[src/rtl/mc_control_fsm_if.sv]
// Memory handshake bundle between the main control FSM and the memory port.
interface mc_control_fsm_if;
    logic       mem_req_o;
    logic       mem_ready_i;
    logic [6:0] opcode_i;

    modport master (output mem_req_o, input mem_ready_i, input opcode_i);
    modport slave  (input mem_req_o, output mem_ready_i, output opcode_i);
endinterface

[src/rtl/mc_control_fsm.sv]
// Multicycle RV32I main control FSM: handshaked fetch/load/store, wait timeout, trapping.
// Define MC_FSM_PERF_EN to add cycle/instret/wait performance counters.
module mc_control_fsm #(
    parameter int MAX_WAIT = 15,
    parameter int WAIT_W   = 4
`ifdef MC_FSM_PERF_EN
    ,
    parameter int CNT_W    = 32
`endif
) (
    input  logic             clk_i,
    input  logic             rstn_i,
    mc_control_fsm_if.master mem,
    input  logic [6:0]       ir_opcode_i,
    input  logic             stall_i,
    input  logic             trap_ack_i,
    output logic             PCUpdate_o,
    output logic             RegWrite_o,
    output logic             MemWrite_o,
    output logic             IRWrite_o,
    output logic             b_en_o,
    output logic             ALUOP_ow_o,
    output logic [1:0]       ResultSrc_o,
    output logic [1:0]       ALUSrcA_o,
    output logic [1:0]       ALUSrcB_o,
    output logic             trap_o,
    output logic [1:0]       trap_cause_o,
    output logic [4:0]       state_o
`ifdef MC_FSM_PERF_EN
    ,
    output logic [CNT_W-1:0] cycle_cnt_o,
    output logic [CNT_W-1:0] instret_cnt_o,
    output logic [CNT_W-1:0] wait_cnt_o
`endif
);

    localparam logic [6:0] OP_L     = 7'b0000011;
    localparam logic [6:0] OP_S     = 7'b0100011;
    localparam logic [6:0] OP_R     = 7'b0110011;
    localparam logic [6:0] OP_B     = 7'b1100011;
    localparam logic [6:0] OP_I     = 7'b0010011;
    localparam logic [6:0] OP_JAL   = 7'b1101111;
    localparam logic [6:0] OP_JALR  = 7'b1100111;
    localparam logic [6:0] OP_LUI   = 7'b0110111;
    localparam logic [6:0] OP_AUIPC = 7'b0010111;

    localparam logic [1:0] CAUSE_NONE    = 2'b00;
    localparam logic [1:0] CAUSE_ILLEGAL = 2'b01;
    localparam logic [1:0] CAUSE_TIMEOUT = 2'b10;

    typedef enum logic [4:0] {
        FETCH   = 5'd0,
        DECODE  = 5'd1,
        MEM_ADR = 5'd2,
        MEM_RD  = 5'd3,
        MEM_WR  = 5'd4,
        MEM_WB  = 5'd5,
        EXCT_R  = 5'd6,
        EXCT_I  = 5'd7,
        JAL     = 5'd8,
        JALR1   = 5'd9,
        JALR2   = 5'd10,
        LUI     = 5'd11,
        AUIPC   = 5'd12,
        ALU_WB  = 5'd13,
        BQ      = 5'd14,
        TRAP    = 5'd15
    } state_t;

    state_t            state, state_next;
    logic [WAIT_W-1:0] wait_cnt, wait_next;
    logic [1:0]        cause, cause_next;
    logic              mem_req;
    logic              timeout;

    // A request that has waited MAX_WAIT cycles traps unless ready arrives now.
    assign timeout = (MAX_WAIT > 0) && (wait_cnt == WAIT_W'(MAX_WAIT)) && !mem.mem_ready_i;

    always_ff @(posedge clk_i) begin
        if (!rstn_i) begin
            state    <= FETCH;
            wait_cnt <= '0;
            cause    <= CAUSE_NONE;
        end else begin
            state    <= state_next;
            wait_cnt <= wait_next;
            cause    <= cause_next;
        end
    end

    always_comb begin
        state_next  = state;
        cause_next  = cause;
        mem_req     = 1'b0;
        PCUpdate_o  = 1'b0;
        RegWrite_o  = 1'b0;
        MemWrite_o  = 1'b0;
        IRWrite_o   = 1'b0;
        b_en_o      = 1'b0;
        ALUOP_ow_o  = 1'b0;
        ResultSrc_o = 2'b00;
        ALUSrcA_o   = 2'b00;
        ALUSrcB_o   = 2'b00;
        trap_o      = 1'b0;
        case (state)
            FETCH: begin
                if (!stall_i) begin
                    mem_req     = 1'b1;
                    ALUSrcB_o   = 2'b10;
                    ResultSrc_o = 2'b01;
                    ALUOP_ow_o  = 1'b1;
                    IRWrite_o   = mem.mem_ready_i;
                    PCUpdate_o  = mem.mem_ready_i;
                    if (mem.mem_ready_i) begin
                        state_next = DECODE;
                    end else if (timeout) begin
                        state_next = TRAP;
                        cause_next = CAUSE_TIMEOUT;
                    end
                end
            end
            DECODE: begin
                ALUSrcA_o  = 2'b01;
                ALUSrcB_o  = 2'b01;
                ALUOP_ow_o = 1'b1;
                case (ir_opcode_i)
                    OP_L, OP_S: state_next = MEM_ADR;
                    OP_R:       state_next = EXCT_R;
                    OP_B:       state_next = BQ;
                    OP_I:       state_next = EXCT_I;
                    OP_JAL:     state_next = JAL;
                    OP_JALR:    state_next = JALR1;
                    OP_LUI:     state_next = LUI;
                    OP_AUIPC:   state_next = AUIPC;
                    default: begin
                        state_next = TRAP;
                        cause_next = CAUSE_ILLEGAL;
                    end
                endcase
            end
            MEM_ADR: begin
                ALUSrcA_o  = 2'b10;
                ALUSrcB_o  = 2'b01;
                state_next = (ir_opcode_i == OP_S) ? MEM_WR : MEM_RD;
            end
            MEM_RD: begin
                mem_req = 1'b1;
                if (mem.mem_ready_i) begin
                    state_next = MEM_WB;
                end else if (timeout) begin
                    state_next = TRAP;
                    cause_next = CAUSE_TIMEOUT;
                end
            end
            MEM_WR: begin
                mem_req    = 1'b1;
                MemWrite_o = 1'b1;
                if (mem.mem_ready_i) begin
                    state_next = FETCH;
                end else if (timeout) begin
                    state_next = TRAP;
                    cause_next = CAUSE_TIMEOUT;
                end
            end
            MEM_WB: begin
                ResultSrc_o = 2'b11;
                RegWrite_o  = 1'b1;
                state_next  = FETCH;
            end
            EXCT_R: begin
                ALUSrcA_o  = 2'b10;
                state_next = ALU_WB;
            end
            EXCT_I, JALR1: begin
                ALUSrcA_o  = 2'b10;
                ALUSrcB_o  = 2'b01;
                state_next = (state == JALR1) ? JALR2 : ALU_WB;
            end
            JAL, JALR2: begin
                ALUSrcA_o  = 2'b01;
                ALUSrcB_o  = 2'b10;
                PCUpdate_o = 1'b1;
                state_next = ALU_WB;
            end
            LUI: begin
                ResultSrc_o = 2'b10;
                RegWrite_o  = 1'b1;
                state_next  = FETCH;
            end
            AUIPC: begin
                RegWrite_o = 1'b1;
                state_next = FETCH;
            end
            ALU_WB: begin
                RegWrite_o = 1'b1;
                ALUOP_ow_o = 1'b1;
                state_next = FETCH;
            end
            BQ: begin
                b_en_o     = 1'b1;
                state_next = FETCH;
            end
            TRAP: begin
                trap_o = 1'b1;
                if (trap_ack_i) begin
                    state_next = FETCH;
                    cause_next = CAUSE_NONE;
                end
            end
            default: state_next = FETCH;
        endcase

        // Counter only runs while a request stays pending in the same state.
        if ((state_next != state) || !mem_req || mem.mem_ready_i) begin
            wait_next = '0;
        end else begin
            wait_next = wait_cnt + WAIT_W'(1);
        end
    end

    assign mem.mem_req_o = mem_req;
    assign trap_cause_o  = cause;
    assign state_o       = state;

`ifdef MC_FSM_PERF_EN
    logic retire;

    always_comb begin
        retire = 1'b0;
        if (state_next == FETCH) begin
            case (state)
                MEM_WR, MEM_WB, LUI, AUIPC, ALU_WB, BQ: retire = 1'b1;
                default:                                retire = 1'b0;
            endcase
        end
    end

    always_ff @(posedge clk_i) begin
        if (!rstn_i) begin
            cycle_cnt_o   <= '0;
            instret_cnt_o <= '0;
            wait_cnt_o    <= '0;
        end else begin
            cycle_cnt_o <= cycle_cnt_o + CNT_W'(1);
            if (retire) begin
                instret_cnt_o <= instret_cnt_o + CNT_W'(1);
            end
            if (mem_req && !mem.mem_ready_i) begin
                wait_cnt_o <= wait_cnt_o + CNT_W'(1);
            end
        end
    end
`endif

endmodule

[src/flat_wrapper.sv]
// flat-port wrapper written by rule: the top's interface ports become plain ports
module mc_control_fsm_flat 
#(
    parameter int MAX_WAIT = 15,
    parameter int WAIT_W   = 4

)
  (clk_i, rstn_i, ir_opcode_i, stall_i, trap_ack_i, PCUpdate_o, RegWrite_o, MemWrite_o, IRWrite_o, b_en_o, ALUOP_ow_o, ResultSrc_o, ALUSrcA_o, ALUSrcB_o, trap_o, trap_cause_o, state_o, mem_mem_req_o, mem_mem_ready_i, mem_opcode_i);
  mc_control_fsm_if mem_i ();
  input  logic clk_i;
  input  logic rstn_i;
  input  logic [6:0] ir_opcode_i;
  input  logic stall_i;
  input  logic trap_ack_i;
  output logic PCUpdate_o;
  output logic RegWrite_o;
  output logic MemWrite_o;
  output logic IRWrite_o;
  output logic b_en_o;
  output logic ALUOP_ow_o;
  output logic [1:0] ResultSrc_o;
  output logic [1:0] ALUSrcA_o;
  output logic [1:0] ALUSrcB_o;
  output logic trap_o;
  output logic [1:0] trap_cause_o;
  output logic [4:0] state_o;
  output wire logic [$bits(mem_i.mem_req_o)-1:0] mem_mem_req_o;
  input wire logic [$bits(mem_i.mem_ready_i)-1:0] mem_mem_ready_i;
  input wire logic [$bits(mem_i.opcode_i)-1:0] mem_opcode_i;
  assign mem_mem_req_o = mem_i.mem_req_o;
  assign mem_i.mem_ready_i = mem_mem_ready_i;
  assign mem_i.opcode_i = mem_opcode_i;
  mc_control_fsm #(.MAX_WAIT(MAX_WAIT), .WAIT_W(WAIT_W)) u_core (.clk_i(clk_i), .rstn_i(rstn_i), .mem(mem_i), .ir_opcode_i(ir_opcode_i), .stall_i(stall_i), .trap_ack_i(trap_ack_i), .PCUpdate_o(PCUpdate_o), .RegWrite_o(RegWrite_o), .MemWrite_o(MemWrite_o), .IRWrite_o(IRWrite_o), .b_en_o(b_en_o), .ALUOP_ow_o(ALUOP_ow_o), .ResultSrc_o(ResultSrc_o), .ALUSrcA_o(ALUSrcA_o), .ALUSrcB_o(ALUSrcB_o), .trap_o(trap_o), .trap_cause_o(trap_cause_o), .state_o(state_o));
endmodule
[config.mk]
export PLATFORM = sky130hd
export DESIGN_NAME = mc_control_fsm_flat
export DESIGN_NICKNAME = d
export VERILOG_FILES = /design/src/rtl/mc_control_fsm_if.sv /design/src/rtl/mc_control_fsm.sv /design/src/flat_wrapper.sv
export SDC_FILE = /design/constraint.sdc
export NUM_CORES = 1
export LEC_CHECK = 0
export ABC_AREA = 1
export BUFFER_PORTS_ARGS = -buffer_cell sky130_fd_sc_hd__buf_4
export CAP_MARGIN = 20
export CELL_PAD_IN_SITES_DETAIL_PLACEMENT = 1
export CELL_PAD_IN_SITES_GLOBAL_PLACEMENT = 1
export CORE_MARGIN = 4
export CORE_UTILIZATION = 33
export CTS_BUF_LIST = sky130_fd_sc_hd__clkbuf_4
export DETAILED_ROUTE_END_ITERATION = 7
export HOLD_SLACK_MARGIN = 0.06
export PLACE_DENSITY = 0.92
export SLEW_MARGIN = 10
export SYNTH_ARGS = -nofsm -noshare
export SYNTH_HDL_FRONTEND = slang
export SYNTH_SLANG_ARGS = --single-unit
[constraint.sdc]
create_clock -name clk_i -period 1.55 [get_ports clk_i]
set_input_delay 0.2325 -clock clk_i [delete_from_list [all_inputs] [get_ports clk_i]]
set_output_delay 0.2325 -clock clk_i [all_outputs]
set_load 0.1 [all_outputs]
==> run_results.csv, run 1 <==
group,metric,value,unit
clock_tree,clockBufferDepth,2,
run_status,error,"[ERROR DPL-0033] detailed placement checks failed during check placement.",
run_status,status,"did not finish",
synth,mappedNetlistArea,1050,µm²
floorplanning,start_util,34.4,%
synth,synth_nets,194,
synth,ys_warn_count,0,
clock_tree,numCtsBuffers,3,
placement,dp_hpwl,3.65,mm
floorplanning,ios,40,
floorplanning,dieWidth,64.4,µm
global_routing,grt_max_degree,8,
clock_tree,h-tree-depth,1,
clock_tree,clk_root_buffer_cell,"clkbuf_4",
synth,syn_inst,174,
global_routing,antenna_found_initial,0,
clock_tree,cts_hold_buf,0,
placement,dp_slack,-0.0554,ns
placement,dpl.cell_count,271,
run_status,stop_stage,"global routing (5_1_grt)",
clock_tree,clock-sinks,11,
placement,io_buffers,32,
synth,seq_area_frac_synth,21.0,%
placement,place.gp.congestion,0.847,
floorplanning,die_height,64.4,µm
synth,ys_ff_latch,11,
placement,placed_area,1740,µm²
synth,ys_types,30,
floorplanning,num_rows,20,
synth,synth.avg_cell_area,6.03,µm²
sta,timing.worst_endpoint.kind,"output port",
sta,postGrtWorstEndpoint,"PCUpdate_o",
==> Yosys cell counts <==
cell,count,area share (%)
inv_2,5,1.8
o21ai_0,3,1.4
o31ai_1,1,0.72
o21bai_1,1,0.72
and2_1,1,0.60
nor2_1,31,11
nor2_8,1,1.9
nor3_1,2,0.95
nand3_1,20,9.5
nand2_1,35,13
xnor2_1,1,0.83
buf_2,1,0.48
o311ai_0,1,0.83
conb_1,1,0.36
nand2_4,3,3.2
nor2_2,3,1.8
nand2_2,5,3.0
inv_1,23,8.2
nor2_4,3,3.2
xor2_1,1,0.83
dfxtp_1,11,21
nand3b_1,2,1.4
nand4_1,3,1.8
nand3_2,4,3.8
a21o_2,1,0.83
o211ai_1,1,0.72
buf_6,1,1.1
a31oi_1,3,1.8
a21oi_1,5,2.4
ha_1,1,1.2
==> metrics by stage <==
stage          hold WS, ns  util (%)
4_1_cts              0.192      66.6
2_1_floorplan        0.330         -
3_3_place_gp         0.432      57.0
3_5_place_dp         0.456      57.0
==> logic make-up after synthesis <==
| group | Yosys count | synth area share, % |
|---|---|---|
| XOR/XNOR | 2 | 1.67 |
| AND/OR/NAND/NOR | 113 | 54.8 |
| flip-flops | 11 | 21.0 |
| buffers and inverters | 30 | 11.6 |
| adder cells (fa/ha/maj) | 1 | 1.19 |
| AO/OA/AOI/OAI | 16 | 9.42 |
| other | 1 | 0.357 |
==> timing repair <==
item                                    CTS
pin swaps                                 7
gates resized for setup                  58
setup buffers                             4
endpoints found under the setup margin   18
==> inputs of run 2 (changes only) <==
- CELL_PAD_IN_SITES_DETAIL_PLACEMENT: 1 -> unset
- CELL_PAD_IN_SITES_GLOBAL_PLACEMENT: 1 -> unset
- CORE_AREA: unset -> 4 4 65 67
- CORE_MARGIN: 4 -> unset
- CORE_UTILIZATION: 33 -> unset
- CTS_BUF_LIST: sky130_fd_sc_hd__clkbuf_4 -> unset
- DIE_AREA: unset -> 0 0 69 71
- HOLD_SLACK_MARGIN: 0.06 -> unset
- PLACE_DENSITY: 0.92 -> unset
- PLACE_DENSITY_LB_ADDON: unset -> 0.15
==> run_results.csv, run 2 <==
group,metric,value,unit
sta,slew_viol_final,0,
floorplanning,start_util,28.9,%
synth,postSynth.asyncResetShare,0,%
clock_tree,clk_root_buffer_cell,"clkbuf_8",
sta,rsz0062_at_grt,"yes",
clock_tree,clk_pin_slew,0.05,ns
worst_setup_path,max_stage_delay,0.35,ns
sta,fin_skew,0.000827,ns
detailed_routing,drc_errors,0,
finish,stdcell_count,289,
sta,finalHoldViolations,0,
global_routing,grt_max_degree,9,
worst_setup_path,crit_end,"PCUpdate_o",
placement,io_buffers,32,
clock_tree,numCtsBuffers,3,
global_routing,antenna_found_initial,0,
clock_tree,clock-sinks,11,
synth,yosys.area.top_type,"dfxtp_1",
synth,synth-edff-count,0,
floorplanning,dieWidth,69,µm
global_routing,grt.overflow.total,0,
floorplanning,die_area,4900,µm²
pwr,clock_power_share,24.0,%
synth,synth.area.top_cells,"dfxtp_1 21%, nand2_1 13%, nor2_1 11%, nand3_1 9.5%, inv_1 8.2%",
detailed_routing,drt_iter0_drc,41,
detailed_routing,vias,1335,
pwr,power_density,564,nW/µm²
sta,setup_violations,16,
finish,layout_commonest_cell,"buf_4",
synth,mappedNetlistArea,1050,µm²
detailed_routing,vias_per_cell,4.62,
worst_setup_path,rr_endpoint,"u_core.trap_cause_o[0]$_SDFFE_PN0P_",
pwr,switchingPower,0.509,mW
finish,finalNetCount,262,
synth,synth_top_area_share,21.0,%
run_status,violations,"setup timing",
finish,fill_cells,332,
finish,multi_input_area,1000,µm²
sta,fin_crit_sh,108,%
worst_setup_path,ff2ff_path_depth,12,
worst_setup_path,rr_startpoint,"u_core.state_o[0]$_SDFF_PN0_",
pwr,seq_power_share,25.3,%
worst_setup_path,cp.depth,6,
detailed_routing,wl_per_cell,12.4,µm
global_routing,grt_pass1_vias,1411,
synth,ys_ff_latch,11,
clock_tree,h-tree-depth,1,
detailed_routing,ant_nets,0,
placement,dp_hpwl,2.88,mm
synth,syn_inst,174,
sta,fin_crit,1.67,ns
global_routing,grt_usage,14.8,%
floorplanning,num_rows,22,
worst_setup_path,crit_buf_inv,1,
floorplanning,die_height,71,µm
floorplanning,core_region_area,3630,µm²
flow_run,drv_cap,0,
worst_setup_path,startpoint_type,"register",
worst_setup_path,startpoint,"u_core.state_o[4]$_SDFF_PN0_",
pwr,p_comb_share,50.7,%
min_path,hp-class,"input port to register",
worst_setup_path,critPathKind,"register to output port",
worst_setup_path,crit_family,"simple AND/OR/NAND/NOR gates",
placement,place.gp.congestion,0.837,
clock_tree,cts_tree,"yes",
synth,ys_warn_count,0,
worst_setup_path,end_kind,"output port",
placement,dpl.cell_count,277,
finish,area_growth,104,%
global_routing,grt_first_pass_wirelength,6.15,mm
clock_tree,insertion_delay,0.24,ns
finish,diodes,0,
sta,fin_ws,-0.122,ns
detailed_routing,finalWirelength,3.58,mm
clock_tree,clockBufferDepth,2,
finish,drive_gt1_share,53.9,%
pwr,switching_share,42.2,%
finish,largest_reg_flops,5,
worst_setup_path,worstPathMaxFanout,7,
pwr,leakagePower,1.02,nW
synth,synth.avg_cell_area,6.03,µm²
placement,dp_slack,-0.0302,ns
synth,synthTopCellsByCount,"35 x nand2_1, 31 x nor2_1, 23 x inv_1",
floorplanning,ios,40,
finish,seqCellArea,239,µm²
sta,fmaxAchievable,598,MHz
sta,holdWs,0.224,ns
worst_setup_path,path_cells,"nor2_4 > nand2_4 > nor2_8 > nand2_8 > o21ai_4 > buf_12",
run_status,status,"finished with violations",
synth,synth_top_flop_cell,"dfxtp_1",
worst_setup_path,arrival,1.44,ns
pwr,p_int,0.697,mW
detailed_routing,drt_pre_antenna_iters,4,
synth,synth_nets,194,
synth,seq_area_frac_synth,21.0,%
pwr,peakVddDrop,0.505,mV
synth,synth_most_common_cell,"nand2_1",
synth,ys_types,30,
min_path,hold_depth,3,
worst_setup_path,crit_path_top_delay_cell,"dfxtp_4",
worst_setup_path,cp.required,1.32,ns
worst_setup_path,r2r_slack,-0.06,ns
finish,layout_common_cells,"43 x buf_4, 27 x nand2_1, 24 x nor2_1",
-- run 2: cell counts after synthesis --
Identical to the previous run, type by type.
-- run 2: routing by layer --
layer / track usage [%] / share of wire (%)
met5: 0 / 0
met4: 4.77 / 1.4
met3: 2.27 / 3.4
met2: 28.4 / 54
met1: 16.7 / 42
-- run 2: final cells by class --
type                            count  share of cell area [%]
Clock buffer                        4                    2.11
Inverter                           28                    5.50
Multi-Input combinational cell    133                    46.8
Sequential cell                    11                    11.2
Tap cell                           48                    2.81
Timing Repair Buffer               65                    31.6
-- run 2: worst min-delay path, cell delays in order --
cell	delay (ns)
buf_4	0.09
nand2_1	0.06
inv_1	0.04
-- run 2: worst min-delay path by stage --
stage                                  startpoint                            end  slack [ns]
finish                                     rstn_i   u_core.state_o[1]$_SDFF_PN0_        0.22
CTS                                        rstn_i   u_core.state_o[1]$_SDFF_PN0_        0.23
global placement    u_core.wait_cnt[0]$_SDFF_PP0_  u_core.wait_cnt[0]$_SDFF_PP0_        0.43
floorplan                                  rstn_i   u_core.state_o[1]$_SDFF_PN0_        0.33
global route                               rstn_i   u_core.state_o[1]$_SDFF_PN0_        0.24
detailed placement  u_core.wait_cnt[0]$_SDFF_PP0_  u_core.wait_cnt[0]$_SDFF_PP0_        0.45
-- run 2: per-stage QoR --
| stage | TNS (ns) | power [mW] | utilization, % | cell area, µm² |
|---|---|---|---|---|
| detailed placement | -0.0825 | 0.825 | 48.5 | 1760 |
| global placement | -0.00748 | 0.819 | 48.5 | 1760 |
| floorplan | -3.95 | 0.680 | - | 1290 |
| finish | -1.04 | 1.21 | 58.8 | 2140 |
| global route | -2.44 | 1.26 | 58.8 | 2140 |
| CTS | -1.03 | 1.20 | 56.9 | 2070 |
-- run 2: timing repair --
action | in CTS | in global routing
setup buffers | 8 | 1
hold buffers | 0 | 0
pin swaps | 10 | 8
endpoints found under the setup margin | 12 | 22
resized for setup | 49 | 16
-- run 2: logic make-up after synthesis --
group	synth area share, %
AO/OA/AOI/OAI	9.42
XOR/XNOR	1.67
adder cells (fa/ha/maj)	1.19
buffers and inverters	11.6
flip-flops	21.0
other	0.357
AND/OR/NAND/NOR	54.8
-- run 2: power by group through the flow --
stage               clock network, mW  logic [mW]  registers [mW]
global placement                    0       0.510           0.309
CTS                             0.296       0.601           0.305
finish                          0.289       0.611           0.305
global route                    0.308       0.641           0.306
floorplan                           0       0.320           0.360
detailed placement                  0       0.515           0.310
No activity file was read; power rests on OpenSTA's default activity.
==> inputs of run 3 (changes only) <==
- clock period: 1.55 -> 1.7 ns (I/O delays scaled with it)
==> run_results.csv, run 3 (synthesis gave the netlist of run 2 again) <==
group,metric,value,unit
worst_setup_path,cp.required,1.44,ns
clock_tree,h-tree-depth,1,
sta,rsz0062_at_grt,"yes",
finish,stdcell_count,267,
global_routing,grt_max_degree,10,
finish,finalNetCount,240,
floorplanning,num_rows,22,
sta,fin_skew,0.00182,ns
placement,dpl.cell_count,259,
sta,fin_crit_sh,98.9,%
worst_setup_path,worstPathMaxFanout,7,
clock_tree,numCtsBuffers,3,
finish,layout_commonest_cell,"nand2_1",
sta,setup_violations,0,
clock_tree,insertion_delay,0.23,ns
worst_setup_path,crit_path_top_delay_cell,"dfxtp_4",
worst_setup_path,arrival,1.43,ns
finish,fill_cells,377,
min_path,hp-class,"input port to register",
global_routing,antenna_found_initial,0,
finish,drive_gt1_share,43.8,%
floorplanning,core_region_area,3630,µm²
flow_run,drv_cap,0,
detailed_routing,vias_per_cell,4.70,
sta,fin_crit,1.68,ns
worst_setup_path,critPathKind,"register to output port",
run_status,status,"finished clean",
global_routing,grt_pass1_vias,1158,
clock_tree,cts_tree,"yes",
placement,place.gp.congestion,0.893,
finish,layout_common_cells,"30 x nand2_1, 28 x buf_4, 27 x nor2_1",
finish,seqCellArea,239,µm²
finish,largest_reg_flops,5,
placement,dp_slack,-0.0339,ns
sta,slew_viol_final,0,
pwr,power_density,567,nW/µm²
clock_tree,clk_root_buffer_cell,"clkbuf_8",
clock_tree,clockBufferDepth,2,
detailed_routing,wl_per_cell,11.5,µm
pwr,peakVddDrop,0.460,mV
placement,io_buffers,32,
finish,diodes,0,
pwr,power,1.01,mW
pwr,leakagePower,0.854,nW
floorplanning,die_area,4900,µm²
global_routing,grt_usage,12.6,%
detailed_routing,drt_pre_antenna_iters,4,
worst_setup_path,end_kind,"output port",
clock_tree,cts_hold_buf,0,
worst_setup_path,path_cells,"nor2_4 > nand2_4 > nor2_8 > nand2_8 > o21ai_4 > buf_12",
sta,fmaxAchievable,595,MHz
global_routing,grt_first_pass_wirelength,5.22,mm
floorplanning,dieWidth,69,µm
detailed_routing,ant_nets,0,
sta,tns,0,ns
finish,multi_input_area,871,µm²
global_routing,grt.overflow.total,0,
detailed_routing,drt_iter0_drc,54,
min_path,hold_depth,3,
detailed_routing,vias,1254,
worst_setup_path,max_stage_delay,0.36,ns
clock_tree,clock-sinks,11,
worst_setup_path,ff2ff_path_depth,9,
sta,holdWs,0.234,ns
clock_tree,clk_pin_slew,0.05,ns
sta,fin_ws,0.0183,ns
detailed_routing,finalWirelength,3.08,mm
sta,finalHoldViolations,0,
placement,dp_hpwl,2.64,mm
floorplanning,die_height,71,µm
finish,area_growth,68.8,%
floorplanning,ios,40,
worst_setup_path,startpoint_type,"register",
detailed_routing,drc_errors,0,
floorplanning,start_util,28.9,%
run 3: changes by cell type in the layout (fill, tap and decap cells not counted), moves of 4 or more:
cell / previous run / this run
buf_12: 12 / 6
buf_4: 43 / 28
nand3_1: 13 / 17
nor2_4: 10 / 4
run 3: final cells by class:
cell class                      instances  share of cell area [%]
Multi-Input combinational cell        133                    49.2
Timing Repair Buffer                   43                    24.8
Sequential cell                        11                    13.5
Inverter                               28                    6.64
Tap cell                               48                    3.39
Clock buffer                            4                    2.54
run 3: layer usage:
layer | GRT usage (%) | wire length, µm | vias to the layer above
li1 | - | - | 652
met1 | 14.7 | 1290 | 568
met2 | 24.0 | 1620 | 32
met3 | 1.99 | 155 | 2
met4 | 2.60 | 13 | 0
met5 | 0 | 0 | -
run 3: path summary, 6_finish.rpt:
kind                                 start                             to  slack, ns
max           u_core.state_o[4]$_SDFF_PN0_                     PCUpdate_o       0.02
min                                 rstn_i   u_core.state_o[1]$_SDFF_PN0_       0.23
max reg2reg   u_core.state_o[2]$_SDFF_PN0_   u_core.state_o[1]$_SDFF_PN0_       0.21
min reg2reg  u_core.wait_cnt[0]$_SDFF_PP0_  u_core.wait_cnt[0]$_SDFF_PP0_       0.45
run 3: repair_timing:
item / 4_1_cts / 5_1_grt
buffers inserted: 4 / 0
pin swaps: 5 / 2
gates resized for setup: 26 / 13
endpoints found under the setup margin: 10 / 13
run 3: through the flow:
step                utilization, %  instance area, µm²
detailed placement            42.3                1540
floorplan                        -                1210
finish                        48.8                1770
CTS                           47.4                1720
global route                  48.8                1770
global placement              42.3                1540
run 3: worst max-delay path: cells and delay by family (launching register included):
kind            cells  cell delay (ns)
compound gates      1             0.16
simple gates        4             0.49
buf+inv             1             0.19
flops               1             0.36
run 3: power breakdown:
part           total [mW]  switching (mW)  internal [mW]
Sequential          0.278          0.0148          0.263
Combinational       0.480           0.321          0.159
Clock               0.247          0.0841          0.163
==> inputs of run 4 (changes only) <==
--- a/config.mk
+++ b/config.mk
@@ -8,5 +8,5 @@
 export ABC_AREA = 1
 export BUFFER_PORTS_ARGS = -buffer_cell sky130_fd_sc_hd__buf_4
-export CAP_MARGIN = 20
+export CAP_MARGIN = 15
 export CORE_AREA = 4 4 65 67
 export DETAILED_ROUTE_END_ITERATION = 7
==> constraint.sdc (replaced) <==
create_clock -name clk_i -period 1.7 [get_ports clk_i]
set_input_delay 0.255 -clock clk_i [delete_from_list [all_inputs] [get_ports clk_i]]
set_output_delay 0.255 -clock clk_i [all_outputs]
set_load 0.005 [all_outputs]
==> run_results.csv, run 4 (synthesis gave the netlist of run 2 again) <==
group,metric,value,unit
worst_setup_path,worstPathMaxFanout,7,
clock_tree,clock-sinks,11,
detailed_routing,drt_pre_antenna_iters,4,
sta,fin_crit_sh,95.7,%
floorplanning,die_area,4900,µm²
sta,tns,0,ns
detailed_routing,drt_iter0_drc,35,
worst_setup_path,startpoint,"u_core.state_o[3]$_SDFF_PN0_",
detailed_routing,drc_errors,0,
min_path,hp-class,"input port to register",
finish,finalNetCount,238,
finish,drive_gt1_share,36.4,%
finish,layout_commonest_cell,"buf_4",
global_routing,antenna_found_initial,0,
min_path,hold_depth,3,
sta,fin_crit,1.63,ns
worst_setup_path,crit_path_top_delay_cell,"dfxtp_4",
run_status,status,"finished clean",
finish,layout_common_cells,"41 x buf_4, 35 x nand2_1, 30 x nor2_1",
placement,dp_hpwl,2.44,mm
floorplanning,start_util,28.9,%
worst_setup_path,path_cells,"nor2_2 > nand3_1 > nand2_2 > inv_2 > nand2_4 > buf_4",
worst_setup_path,end_kind,"output port",
pwr,peakVddDrop,0.304,mV
detailed_routing,ant_nets,0,
clock_tree,cts_tree,"yes",
global_routing,grt_first_pass_wirelength,5.01,mm
floorplanning,die_height,71,µm
clock_tree,clk_pin_slew,0.05,ns
global_routing,grt_pass1_vias,1121,
sta,slew_viol_final,0,
clock_tree,numCtsBuffers,3,
pwr,power_density,512,nW/µm²
sta,finalHoldViolations,0,
finish,final_core_util,40.9,%
min_path,hold_start,"rstn_i",
clock_tree,clk_root_buffer_cell,"clkbuf_8",
floorplanning,dieWidth,69,µm
detailed_routing,vias,1168,
sta,setup_violations,0,
pwr,leakagePower,0.815,nW
finish,largest_reg_flops,5,
finish,diodes,0,
worst_setup_path,critPathKind,"register to output port",
flow_run,drv_cap,0,
detailed_routing,finalWirelength,2.97,mm
finish,area_growth,41.5,%
sta,fmaxAchievable,615,MHz
global_routing,grt.overflow.total,0,
clock_tree,insertion_delay,0.24,ns
placement,io_buffers,32,
worst_setup_path,cp.required,1.44,ns
floorplanning,core_region_area,3630,µm²
floorplanning,num_rows,22,
clock_tree,h-tree-depth,1,
floorplanning,ios,40,
worst_setup_path,rr_startpoint,"u_core.state_o[3]$_SDFF_PN0_",
worst_setup_path,ff2ff_path_depth,10,
min_path,worstHoldEndpoint,"u_core.state_o[1]$_SDFF_PN0_",
global_routing,grt_usage,12.3,%
worst_setup_path,arrival,1.37,ns
worst_setup_path,startpoint_type,"register",
detailed_routing,wl_per_cell,11.2,µm
worst_setup_path,rr_endpoint,"u_core.wait_cnt[2]$_SDFF_PP0_",
worst_setup_path,max_stage_delay,0.38,ns
placement,place.gp.congestion,0.830,
clock_tree,clockBufferDepth,2,
detailed_routing,vias_per_cell,4.41,
worst_setup_path,r2r_slack,0.25,ns
sta,fin_skew,0.00329,ns
global_routing,grt_max_degree,10,
==> run 4: cell types whose count changed in the layout (fill, tap and decap cells not counted), moves of 3 or more <==
cell     previous run  this run
nand2_1            30        35
dfxtp_2             0         4
buf_4              28        41
buf_6               7         0
nand3_1            17        20
nand3_4             4         1
buf_12              6         0
dfxtp_4             5         1
nor2_1             27        30
inv_1              19        22
==> run 4: critical path: cells and delay by family, from the launching register on <==
family / cells / cell delay, ns
buffers and inverters: 2 / 0.16
flip-flops: 1 / 0.38
AND/OR/NAND/NOR: 4 / 0.60
==> run 4: how the worst max path moves through the flow <==
stage | to | slack [ns] | cells after the start
after floorplan | u_core.wait_cnt[2]$_SDFF_PP0_ | 0.38 | 9
after global placement | u_core.wait_cnt[0]$_SDFF_PP0_ | 0.15 | 11
after detailed placement | u_core.wait_cnt[2]$_SDFF_PP0_ | 0.15 | 11
after CTS | ALUOP_ow_o | -0.01 | 7
after global routing | ALUSrcA_o[1] | -0.004 | 7
final | mem_mem_req_o | 0.07 | 6
==> run 4: what timing repair did <==
action,CTS,global route
gates cloned,0,0
gates resized for setup,6,8
pin swaps,1,3
buffers inserted,0,3
hold buffers,0,0
hold endpoints to repair,0,0
endpoints found under the setup margin,5,7
==> run 4: per-layer routing <==
metal  share of wire (%)  GRT usage [%]  up-vias
met3                 6.7           4.40        4
met5                   0              0        -
li1                    -              -      638
met1                  48           15.6      494
met2                  45           20.1       32
met4                 1.0           2.39        0
==> run 4: cell type report <==
type / count / area, µm²
multi-input cells: 133 / 737
fillers: 424 / 2150
flip-flops and latches: 11 / 229
clock buffers: 3 / 41.3
clock inverters: 1 / 5.00
well taps: 48 / 60.1
inverters: 28 / 105
repair buffers: 41 / 308
==> run 4: report_power, final <==
part           total [mW]  leakage, nW  internal [mW]  switching, mW
combinational       0.222        0.698          0.102          0.121
clock               0.259       0.0255          0.161         0.0976
sequential          0.280       0.0914          0.266         0.0138
total               0.760        0.815          0.528          0.232
==> run 4: per-stage QoR <==
step / hold slack (ns) / setup slack, ns / power [mW] / cells / cell area (µm²)
finish: 0.218 / 0.0738 / 0.760 / 265 / 1490
global route: 0.223 / -0.00394 / 0.808 / 265 / 1490
CTS: 0.208 / -0.0130 / 0.758 / 263 / 1440
detailed placement: 0.444 / 0.152 / 0.490 / 259 / 1390
global placement: 0.435 / 0.149 / 0.491 / 259 / 1390
floorplan: 0.353 / 0.381 / 0.399 / 174 / 1050
